**src/rtl/isr_pkg.sv**
```systemverilog
// Shared constants and state encoding for the integer square-root engine.
// The collector and the result serializer use the same definitions.
package isr_pkg;

    // Radicand width (must be even) and the resulting root width
    localparam int DATA_WID = 256;
    localparam int ROOT_WID = DATA_WID / 2;

    // Control state encoding
    typedef enum logic [1:0] {
        IDLE = 2'd0,
        CALC = 2'd1,
        DONE = 2'd2
    } isr_state_t;

endpackage

```
**src/rtl/isr_step.sv**
```systemverilog
// One restoring digit-by-digit square-root step: brings two radicand bits
// into the partial remainder and decides the next root bit.
module isr_step #(
    parameter int ROOT_WID = isr_pkg::ROOT_WID
) (
    input  logic [ROOT_WID:0]   w,
    input  logic [ROOT_WID-1:0] r,
    input  logic [1:0]          bits,
    output logic [ROOT_WID:0]   w_next,
    output logic [ROOT_WID-1:0] r_next
);

    // Extended remainder and trial value share one comparator/subtractor width
    logic [ROOT_WID+2:0] t;
    logic [ROOT_WID+2:0] q;
    logic                ge;

    // Trial subtraction: accept the digit when the trial fits in the remainder.
    // The partial remainder never needs more than ROOT_WID+1 bits, so the
    // narrowing cast below discards only zero bits.
    always_comb begin
        t      = {w, bits};
        q      = {1'b0, r, 2'b01};
        ge     = (t >= q);
        w_next = (ROOT_WID + 1)'(ge ? (t - q) : t);
        r_next = {r[ROOT_WID-2:0], ge};
    end

endmodule

```
**src/rtl/isr_core.sv**
```systemverilog
// Iterative integer square-root engine. A rising edge on calcen (while idle
// and re-armed by collector activity) captures the radicand; two radicand
// bits are retired per cycle and done pulses for one cycle with the results.
module isr_core #(
    parameter  int DATA_WID = isr_pkg::DATA_WID,
    localparam int ROOT_WID = DATA_WID / 2,
    localparam int CNT_WID  = $clog2(ROOT_WID)
) (
    input  logic                clk,
    input  logic                rst,
    input  logic [DATA_WID-1:0] a,
    input  logic                clken,
    input  logic                calcen,
    output logic                busy,
    output logic                done,
    output logic [ROOT_WID-1:0] root,
    output logic [ROOT_WID:0]   rem
);

    import isr_pkg::*;

    localparam logic [CNT_WID-1:0] LAST_CNT = CNT_WID'(ROOT_WID - 1);

    isr_state_t          state;
    logic [DATA_WID-1:0] sr;
    logic [ROOT_WID-1:0] r_work;
    logic [ROOT_WID:0]   w_work;
    logic [CNT_WID-1:0]  cnt;
    logic                calcen_d;
    logic                done_seen;
    logic                armed;

    logic [ROOT_WID-1:0] r_next;
    logic [ROOT_WID:0]   w_next;
    logic                start;

    // Datapath: one digit step on the top two radicand bits
    isr_step #(
        .ROOT_WID (ROOT_WID)
    ) u_step (
        .w      (w_work),
        .r      (r_work),
        .bits   (sr[DATA_WID-1 -: 2]),
        .w_next (w_next),
        .r_next (r_next)
    );

    // Start only on a genuine calcen rising edge, seen while idle, re-armed
    // by collector activity, and not on the very first clock after reset
    // (armed keeps a level already high at reset release from looking like an edge)
    always_comb begin
        start = calcen && !calcen_d && armed && (state == IDLE) && !done_seen;
    end

    // Control FSM, iteration counter, edge detect and registered outputs
    always_ff @(posedge clk or posedge rst) begin
        if (rst) begin
            state     <= IDLE;
            sr        <= '0;
            r_work    <= '0;
            w_work    <= '0;
            cnt       <= '0;
            calcen_d  <= 1'b0;
            done_seen <= 1'b0;
            armed     <= 1'b0;
            busy      <= 1'b0;
            done      <= 1'b0;
            root      <= '0;
            rem       <= '0;
        end else begin
            calcen_d <= calcen;
            armed    <= 1'b1;
            done     <= 1'b0;
            case (state)
                IDLE: begin
                    // New operand arriving re-arms the trigger
                    if (clken) begin
                        done_seen <= 1'b0;
                    end
                    if (start) begin
                        sr     <= a;
                        r_work <= '0;
                        w_work <= '0;
                        cnt    <= '0;
                        busy   <= 1'b1;
                        state  <= CALC;
                    end
                end
                CALC: begin
                    sr     <= sr << 2;
                    r_work <= r_next;
                    w_work <= w_next;
                    cnt    <= cnt + 1'b1;
                    if (cnt == LAST_CNT) begin
                        root  <= r_next;
                        rem   <= w_next;
                        busy  <= 1'b0;
                        done  <= 1'b1;
                        state <= DONE;
                    end
                end
                DONE: begin
                    done_seen <= 1'b1;
                    state     <= IDLE;
                end
                default: begin
                    state <= IDLE;
                end
            endcase
        end
    end

endmodule

```
**config.mk**
```make
export PLATFORM = sky130hd
export DESIGN_NAME = isr_core
export DESIGN_NICKNAME = d
export VERILOG_FILES = /design/src/rtl/isr_pkg.sv /design/src/rtl/isr_step.sv /design/src/rtl/isr_core.sv
export SDC_FILE = /design/constraint.sdc
export NUM_CORES = 2
export LEC_CHECK = 0
export ABC_AREA = 1
export CAP_MARGIN = 20
export CORE_AREA = 3 3 226 394
export CTS_BUF_LIST = sky130_fd_sc_hd__clkbuf_8
export DETAILED_ROUTE_END_ITERATION = 12
export DIE_AREA = 0 0 229 397
export GPL_TIMING_DRIVEN = 1
export PLACE_DENSITY_LB_ADDON = 0.3
export SYNTH_ARGS = -nofsm -noshare
export SYNTH_HDL_FRONTEND = slang
export SYNTH_HIERARCHICAL = 1
export SYNTH_SLANG_ARGS = --single-unit
```
**constraint.sdc**
```tcl
create_clock -name clk -period 56.3 [get_ports clk]
set_clock_uncertainty 0.15 [all_clocks]
set_input_delay 11.26 -clock clk [delete_from_list [all_inputs] [get_ports clk]]
set_output_delay 11.26 -clock clk [all_outputs]
set_load 0.005 [all_outputs]
```
==> results.sh <==
export IMPL_holdPathStages=2
export IMPL_start_kind="primary input"
export IMPL_drcViolationCount=0
export IMPL_seq_area_frac_synth_pct=38.1
export IMPL_start_util_pct=59.9
export IMPL_worst_path_max_delay_cell="buf_4"
export IMPL_yosysUniqueCellTypes=35
export IMPL_synthFlopType="dfrtp_1"
export IMPL_path_buf_inv=5
export IMPL_grt_pass1_vias=49213
export IMPL_dr_total_vias=50520
export IMPL_r2r_cells=17
export IMPL_max_freq_mhz=69.6
export IMPL_drtIter0Drc=4259
export IMPL_netlist_area_um2=51500
export IMPL_cts_resized=0
export IMPL_syn_avg_cell_area_um2=6.34
export IMPL_rsz0062_at_grt="no"
export IMPL_grt_pass1_wl_um=268000
export IMPL_cts_tree="done"
export IMPL_synthArstFlopShare_pct=100
export IMPL_antenna_found_initial=1
export IMPL_drive_gt1_share_pct=3.36
export IMPL_p_leak_nw=33.6
export IMPL_ant_nets=0
export IMPL_clockBufferDepth=3
export IMPL_syn_num_nets=8510
export IMPL_die_w_um=229
export IMPL_rrSetupSlack_ns=50.96
export IMPL_tightest_slew_ns=1.26
export IMPL_min_period_ns=14.36
export IMPL_powerDensity_nw_per_um2=61.4
export IMPL_synth_edf_count=0
export IMPL_hold_path_endpoint="root[41]$_DFFE_PP0P_"
export IMPL_layout_commonest_cell="nand2_1"
export IMPL_grt_max_degree=247
export IMPL_hold_viol_final=0
export IMPL_grt_use_total_pct=37.4
export IMPL_pin_count=519
export IMPL_synth_simple_gate_area_share_pct=43.5
export IMPL_overflow=0
export IMPL_clock_latency_ns=0.82
export IMPL_crit_arrival_ns=15.01
export IMPL_cp_data_required_time_ns=56.95
export IMPL_io_buffers=518
export IMPL_worstReg2RegStart="r_work[31]$_DFFE_PP0P_"
export IMPL_reg2reg_to="rem[89]$_DFFE_PP0P_"
export IMPL_cp_top_family="buffers and inverters"
export IMPL_ys_seq_elements=784
export IMPL_synthXorXnorAreaFrac_pct=1.09
export IMPL_synth_top_area_share_pct=38.1
export IMPL_worstPathCellList="clkdlybuf4s50_1, inv_8, buf_4, buf_4, buf_4"
export IMPL_postRouteWirelength_um=173000
export IMPL_synthAdderAreaFrac_pct=3.18
export IMPL_core_um2=86000
export IMPL_viasPerCell=5.29
export IMPL_cts_root_buf="clkbuf_8"
export IMPL_synth_area_top_cells="dfrtp_1 (38%), nand2_1 (29%), nand3_1 (10%)"
export IMPL_drv_slew=0
export IMPL_hold_class="flop to flop"
export IMPL_dieArea_um2=90900
export IMPL_path_depth=5
export IMPL_dp_hpwl_um=131000
export IMPL_finalCritPeriodShare_pct=25.5
export IMPL_cts_buffers=107
export IMPL_hp_start="root[41]$_DFFE_PP0P_"
export IMPL_final_cell_mix="nand2_1 (4,044), inv_1 (1,044), nand3_1 (1,028)"
export IMPL_yosys_area_top_type="dfrtp_1"
export IMPL_max_slew_margin_pct=16.3
export IMPL_avgRoutedWirePerCell_um=18.1
export IMPL_die_h_um=397
export IMPL_tns_ns=0
export IMPL_endpoint_kind="async pin"
export IMPL_ys_warnings_count=6
export IMPL_synth_compound_area_share_pct=1.17
export IMPL_synth_top_family_by_area="simple AND/OR/NAND/NOR gates"
export IMPL_num_rows=142
export IMPL_place_congestion=1.08
export IMPL_cpMostUsedCell="buf_4"
export IMPL_cpPeakStageDelay_ns=0.83
export IMPL_cts_setup_buffers=0
export IMPL_max_cap_violations=0
export IMPL_clk_pin_slew_worst_paths_ns=0.06
export IMPL_setup_violations=0
export IMPL_place_inst=9344
export IMPL_hold_slack_ns=0.319
export IMPL_cts_hold_buf=0
export IMPL_stdcell_count=9546
export IMPL_muxShareOfSynthArea_pct=0
export IMPL_crit_type="primary input to async pin"
export IMPL_ir_worst_vdd_uv=42.9
export IMPL_cts_htree_levels=3
export IMPL_final_fill_count=7613
export IMPL_fin_nets=8694
export IMPL_status="finished, final reports clean"
export IMPL_first_pass_iters=7
export IMPL_area_growth_pct=13.2
export IMPL_clock_sinks=784
export IMPL_synth_cells=8119
export IMPL_cp_max_fo=114
## cell type report
type                            instances  area, um^2  area share [%]
Multi-Input combinational cell       5817       25300            43.4
Inverter                             1034        3890            6.67
Antenna cell                            1        2.50         0.00429
Sequential cell                       784       19600            33.7
Clock buffer                          140        1930            3.31
Tap cell                             1152        1440            2.47
Clock inverter                         59         577           0.989
Timing Repair Buffer                  559        5560            9.53
## synth_stat cells (4+ instances only)
cell      instances
a21oi_1          91
and2_1            4
buf_1             7
buf_2           256
buf_4           142
buf_6             6
clkbuf_1         69
dfrtp_1         784
ha_1            131
inv_1          1024
inv_2            10
nand2_1        4046
nand3_1        1029
nand3_2          30
nand3b_1         34
nand4_1          14
nor2_1          300
nor2_2           11
nor2_4            4
nor3_1           21
nor4_1            4
o21ai_0          18
o21bai_1          4
xor2_1           62
## worst min-delay path, stage by stage (launching register included)
cell and delay, ns:
dfrtp_1 0.34, nand2_1 0.05, nand2_1 0.04
## sequential cells by signal, summed over array words and instances, names as in the netlist
name / cells
rem: 129
r_work: 128
busy: 1
done: 1
armed: 1
sr: 256
state: 2
root: 128
cnt: 7
calcen_d: 1
w_work: 129
done_seen: 1
## worst max path at each step
stage | start | end | slack (ns)
global placement | rst | sr[137]$_DFFE_PP0P_ | 41.05
floorplan | rst | armed$_DFF_PP0_ | 22.88
CTS | rst | sr[134]$_DFFE_PP0P_ | 41.88
detailed placement | rst | sr[139]$_DFFE_PP0P_ | 40.96
finish | rst | sr[134]$_DFFE_PP0P_ | 41.94
global route | rst | sr[148]$_DFFE_PP0P_ | 41.45
## kinds of logic (layout without fill, tap and decap cells)
| family | count (synthesis) | in the layout |
|---|---|---|
| XOR/XNOR | 64 | 64 |
| AO/OA/AOI/OAI | 117 | 117 |
| flip-flops | 784 | 784 |
| AND/OR/NAND/NOR | 5504 | 5504 |
| adder cells (fa/ha/maj) | 131 | 131 |
| other | 1 | 2 |
| buffers and inverters | 1518 | 1792 |
## power breakdown
group	leakage, nW	switching [W]	internal, W
Sequential	9.54	0.000128	0.000734
Combinational	22.6	0.00157	0.000643
Clock	1.38	0.000229	0.000272
Total	33.6	0.00193	0.00165
## stage by stage
stage                     area (um^2)  worst slack [ns]  utilization (%)  power (W)
after floorplan                 51500             22.88                -    0.00238
after global placement          55700             41.05             64.8    0.00298
after detailed placement        55700             40.96             64.8    0.00303
after CTS                       58200             41.88             67.7    0.00354
after global routing            58300             41.45             67.8    0.00387
final                           58300             41.94             67.8    0.00358
## routing by layer
layer | global-route usage (%) | vias up | share of wire, %
met1 | 42.1 | 23315 | 37
li1 | - | 24843 | -
met3 | 7.13 | 438 | 6.8
met5 | 0 | - | 0
met2 | 65.3 | 1924 | 49
met4 | 23.5 | 0 | 7.3
(Power assumes the default switching activity.)
==> RTL edit: new RTL, same flow settings <==
Encoding of `isr_state_t`: now one-hot (3 bits for 3 states).
--- a/src/rtl/isr_pkg.sv
+++ b/src/rtl/isr_pkg.sv
@@ -9,6 +9,6 @@
     // Control state encoding
-    typedef enum logic [1:0] {
-        IDLE = 2'd0,
-        CALC = 2'd1,
-        DONE = 2'd2
+    typedef enum logic [2:0] {
+        IDLE = 3'b001,
+        CALC = 3'b010,
+        DONE = 3'b100
     } isr_state_t;
Function: no difference found for any inputs over 4 cycles, from zero or initial values and one cycle with rst high; so few cycles prove little.
==> RTL edit against the unedited design <==
- routed wire length up 0.62%
- critical path depth increased by 1
- sequential cell count up 1
- synthesized area fell by 0.65%
- non-clock buffer count shrank 4
- synthesized cell count fell by 0.21%
- register-to-register slack improved by 0.12 ns
- final area decreased by 0.98%
- setup slack improved by 0.21 ns
Power is not compared: it rests on default switching activity, and its combinational part moved more than twofold at a synthesized area within 25%.
==> RTL edit: results (changes against the unedited design) <==
Outcome
  – Status: complete, no violations

Critical path
  – R2R depth: 16 (-1)
  – Crit path max fanout: 157 (+38%)
  – R2r setup slk: 51.08 ns (+0.12 ns)
  – End of the worst register-to-register path: rem[89]
  – RR Startpoint: r_work[81]

Global routing
  – Global-route wire length before repair: 267000 um (-0.16%)
  – Total Routing Usage GR: 0.376 (+0.00200)
  – Largest net degree at the start of global routing: 180 (-27%)
  – Antenna violations before repair: 3 (+2)
  – Vias in the first global route: 48400 (-1.7%)

Finish
  – Biggest regs: sr (256), rem (129), w_work (129)
  – Filler cells: 7603 (-0.13%)
  – Final nets: 8701 (+0.081%)
  – Share of layout cells above drive strength 1: 0.0313 (-0.00226)

Synth
  – Synthesized net count: 8493 (-0.20%)
  – Most instantiated cells after synthesis: nand2_1, inv_1, dfrtp_1
  – Synth warn: 6 (unchanged)
  – Async SR Flop Fraction: 1.00 (unchanged)
  – Sequential element share of the synthesized area: 0.384 (+0.00299)
  – Cell variety after synth: 38 (+8.6%)
  – Top post-synthesis cells by area: dfrtp_1, nand2_1, nand3_1

Place
  – Placer Congestion: 1.08 (-0.21%)
  – Post-DP Area: 0.0555 mm^2 (-0.50%)
  – Detailed placement HPWL: 133000 um (+1.7%)
  – Input/output buffers: 518 (unchanged)
  – Setup slack at placement: 41.25 ns (+0.296 ns)

Power and ir drop
  – LEAKAGE: 33.3 nW
  – Power Internal: 1.03 mW
  – Maximum vdd drop: 0.0233 mV

Clock network
  – CTS Root Cell: clkbuf_8
  – CTS resizes: 0 (unchanged)
  – # H-tree levels: 3 (unchanged)
  – CTS Buffer Depth: 3 (unchanged)
  – CTS clk-pin slew, worst paths: 0.07 ns
  – Worst skew pair latency: 0.82 ns (about the same)
  – Post-CTS setup buffer count: 0 (unchanged)
  – Num CTS Buffers: 107 (unchanged)

Hold path
  – Hold WC Path Type: flop to flop
  – Hold depth: 2 (unchanged)
  – Hold_sp: rem[40]
  – WHS Endpoint: rem[40]

Timing
  – Final min period: 14.15 ns (-0.208 ns)
  – Hold WS: 0.328 ns (+0.00856 ns)
  – Max-slew headroom: 0.238 (+0.0751)

Detailed routing
  – Iter 0 DRT Violations: 4475 (+5.1%)
  – DR vias/cell: 5.28 (-0.18%)
  – Residual DRC: 0 (unchanged)
  – Mean routed wirelength per cell: 18.2 um (+0.62%)
  – DRT antenna net count: 0 (unchanged)
  – Drt first pass iters: 6 (-1)
[RTL edit: changes by cell type in the layout (fill, tap and decap cells not counted), sizes merged, moves of 2 or more]
cell / unedited run / this run
inv: 1060 / 1076
nand2: 4050 / 4313
buf: 41 / 37
nand3: 1059 / 805
bufinv: 10 / 3
or2: 0 / 2
clkbuf: 140 / 131
o21ai: 19 / 16
clkinv: 21 / 17
[RTL edit: kinds of logic after synthesis]
| logic type | count (synthesis) | share of synthesized area |
|---|---|---|
| fa+ha+maj | 131 | 0.0320 |
| buf+inv | 1493 | 0.129 |
| simple gates | 5514 | 0.433 |
| other cells | 1 | 0.0000733 |
| xor+xnor | 63 | 0.0108 |
| compound gates | 115 | 0.0116 |
| flops | 785 | 0.384 |
[RTL edit: routing by layer]
metal  global-route usage  vias up  share of wire
li1                     -    24600              -
met1                0.419    23200           0.36
met2                0.647     2109           0.49
met3               0.0688      467          0.068
met4                0.270        2          0.085
met5                    0        -       0.000075
[RTL edit: per-stage QoR]
stage / util / instances
3_3_place_gp: 0.645 / 9350
3_5_place_dp: 0.645 / 9351
6_report: 0.671 / 9546
2_1_floorplan: - / 8102
4_1_cts: 0.671 / 9542
5_1_grt: 0.671 / 9546
[RTL edit: final cells by class]
class / instances / share of cell area
inverters: 1037 / 0.0678
flip-flops and latches: 785 / 0.340
repair buffers: 555 / 0.0959
multi-input cells: 5824 / 0.433
well taps: 1152 / 0.0250
diodes: 2 / 0.0000867
clock buffers: 131 / 0.0312
clock inverters: 60 / 0.00704
[RTL edit: how the worst max path moves through the flow]
stage,startpoint,endpoint,cells past startpoint
finish,rst,root[79],6
floorplan,rst,armed,1
CTS,rst,root[83],5
detailed placement,rst,root[79],5
global route,rst,root[81],6
global placement,rst,root[79],5
[RTL edit: worst max-delay path, cell delays in order]
cell	delay (ns)
clkdlybuf4s50_1	0.52
inv_8	0.31
buf_16	0.44
buf_12	0.64
buf_4	0.81
buf_4	0.64
[RTL edit: power by group through the flow]
stage	Clock (mW)	Sequential (mW)	Combinational, mW
after detailed placement	0	0.669	0.687
after global placement	0	0.667	0.681
after floorplan	0	0.658	0.445
final	0.456	0.663	0.703
after global routing	0.486	0.668	0.769
after CTS	0.462	0.661	0.690
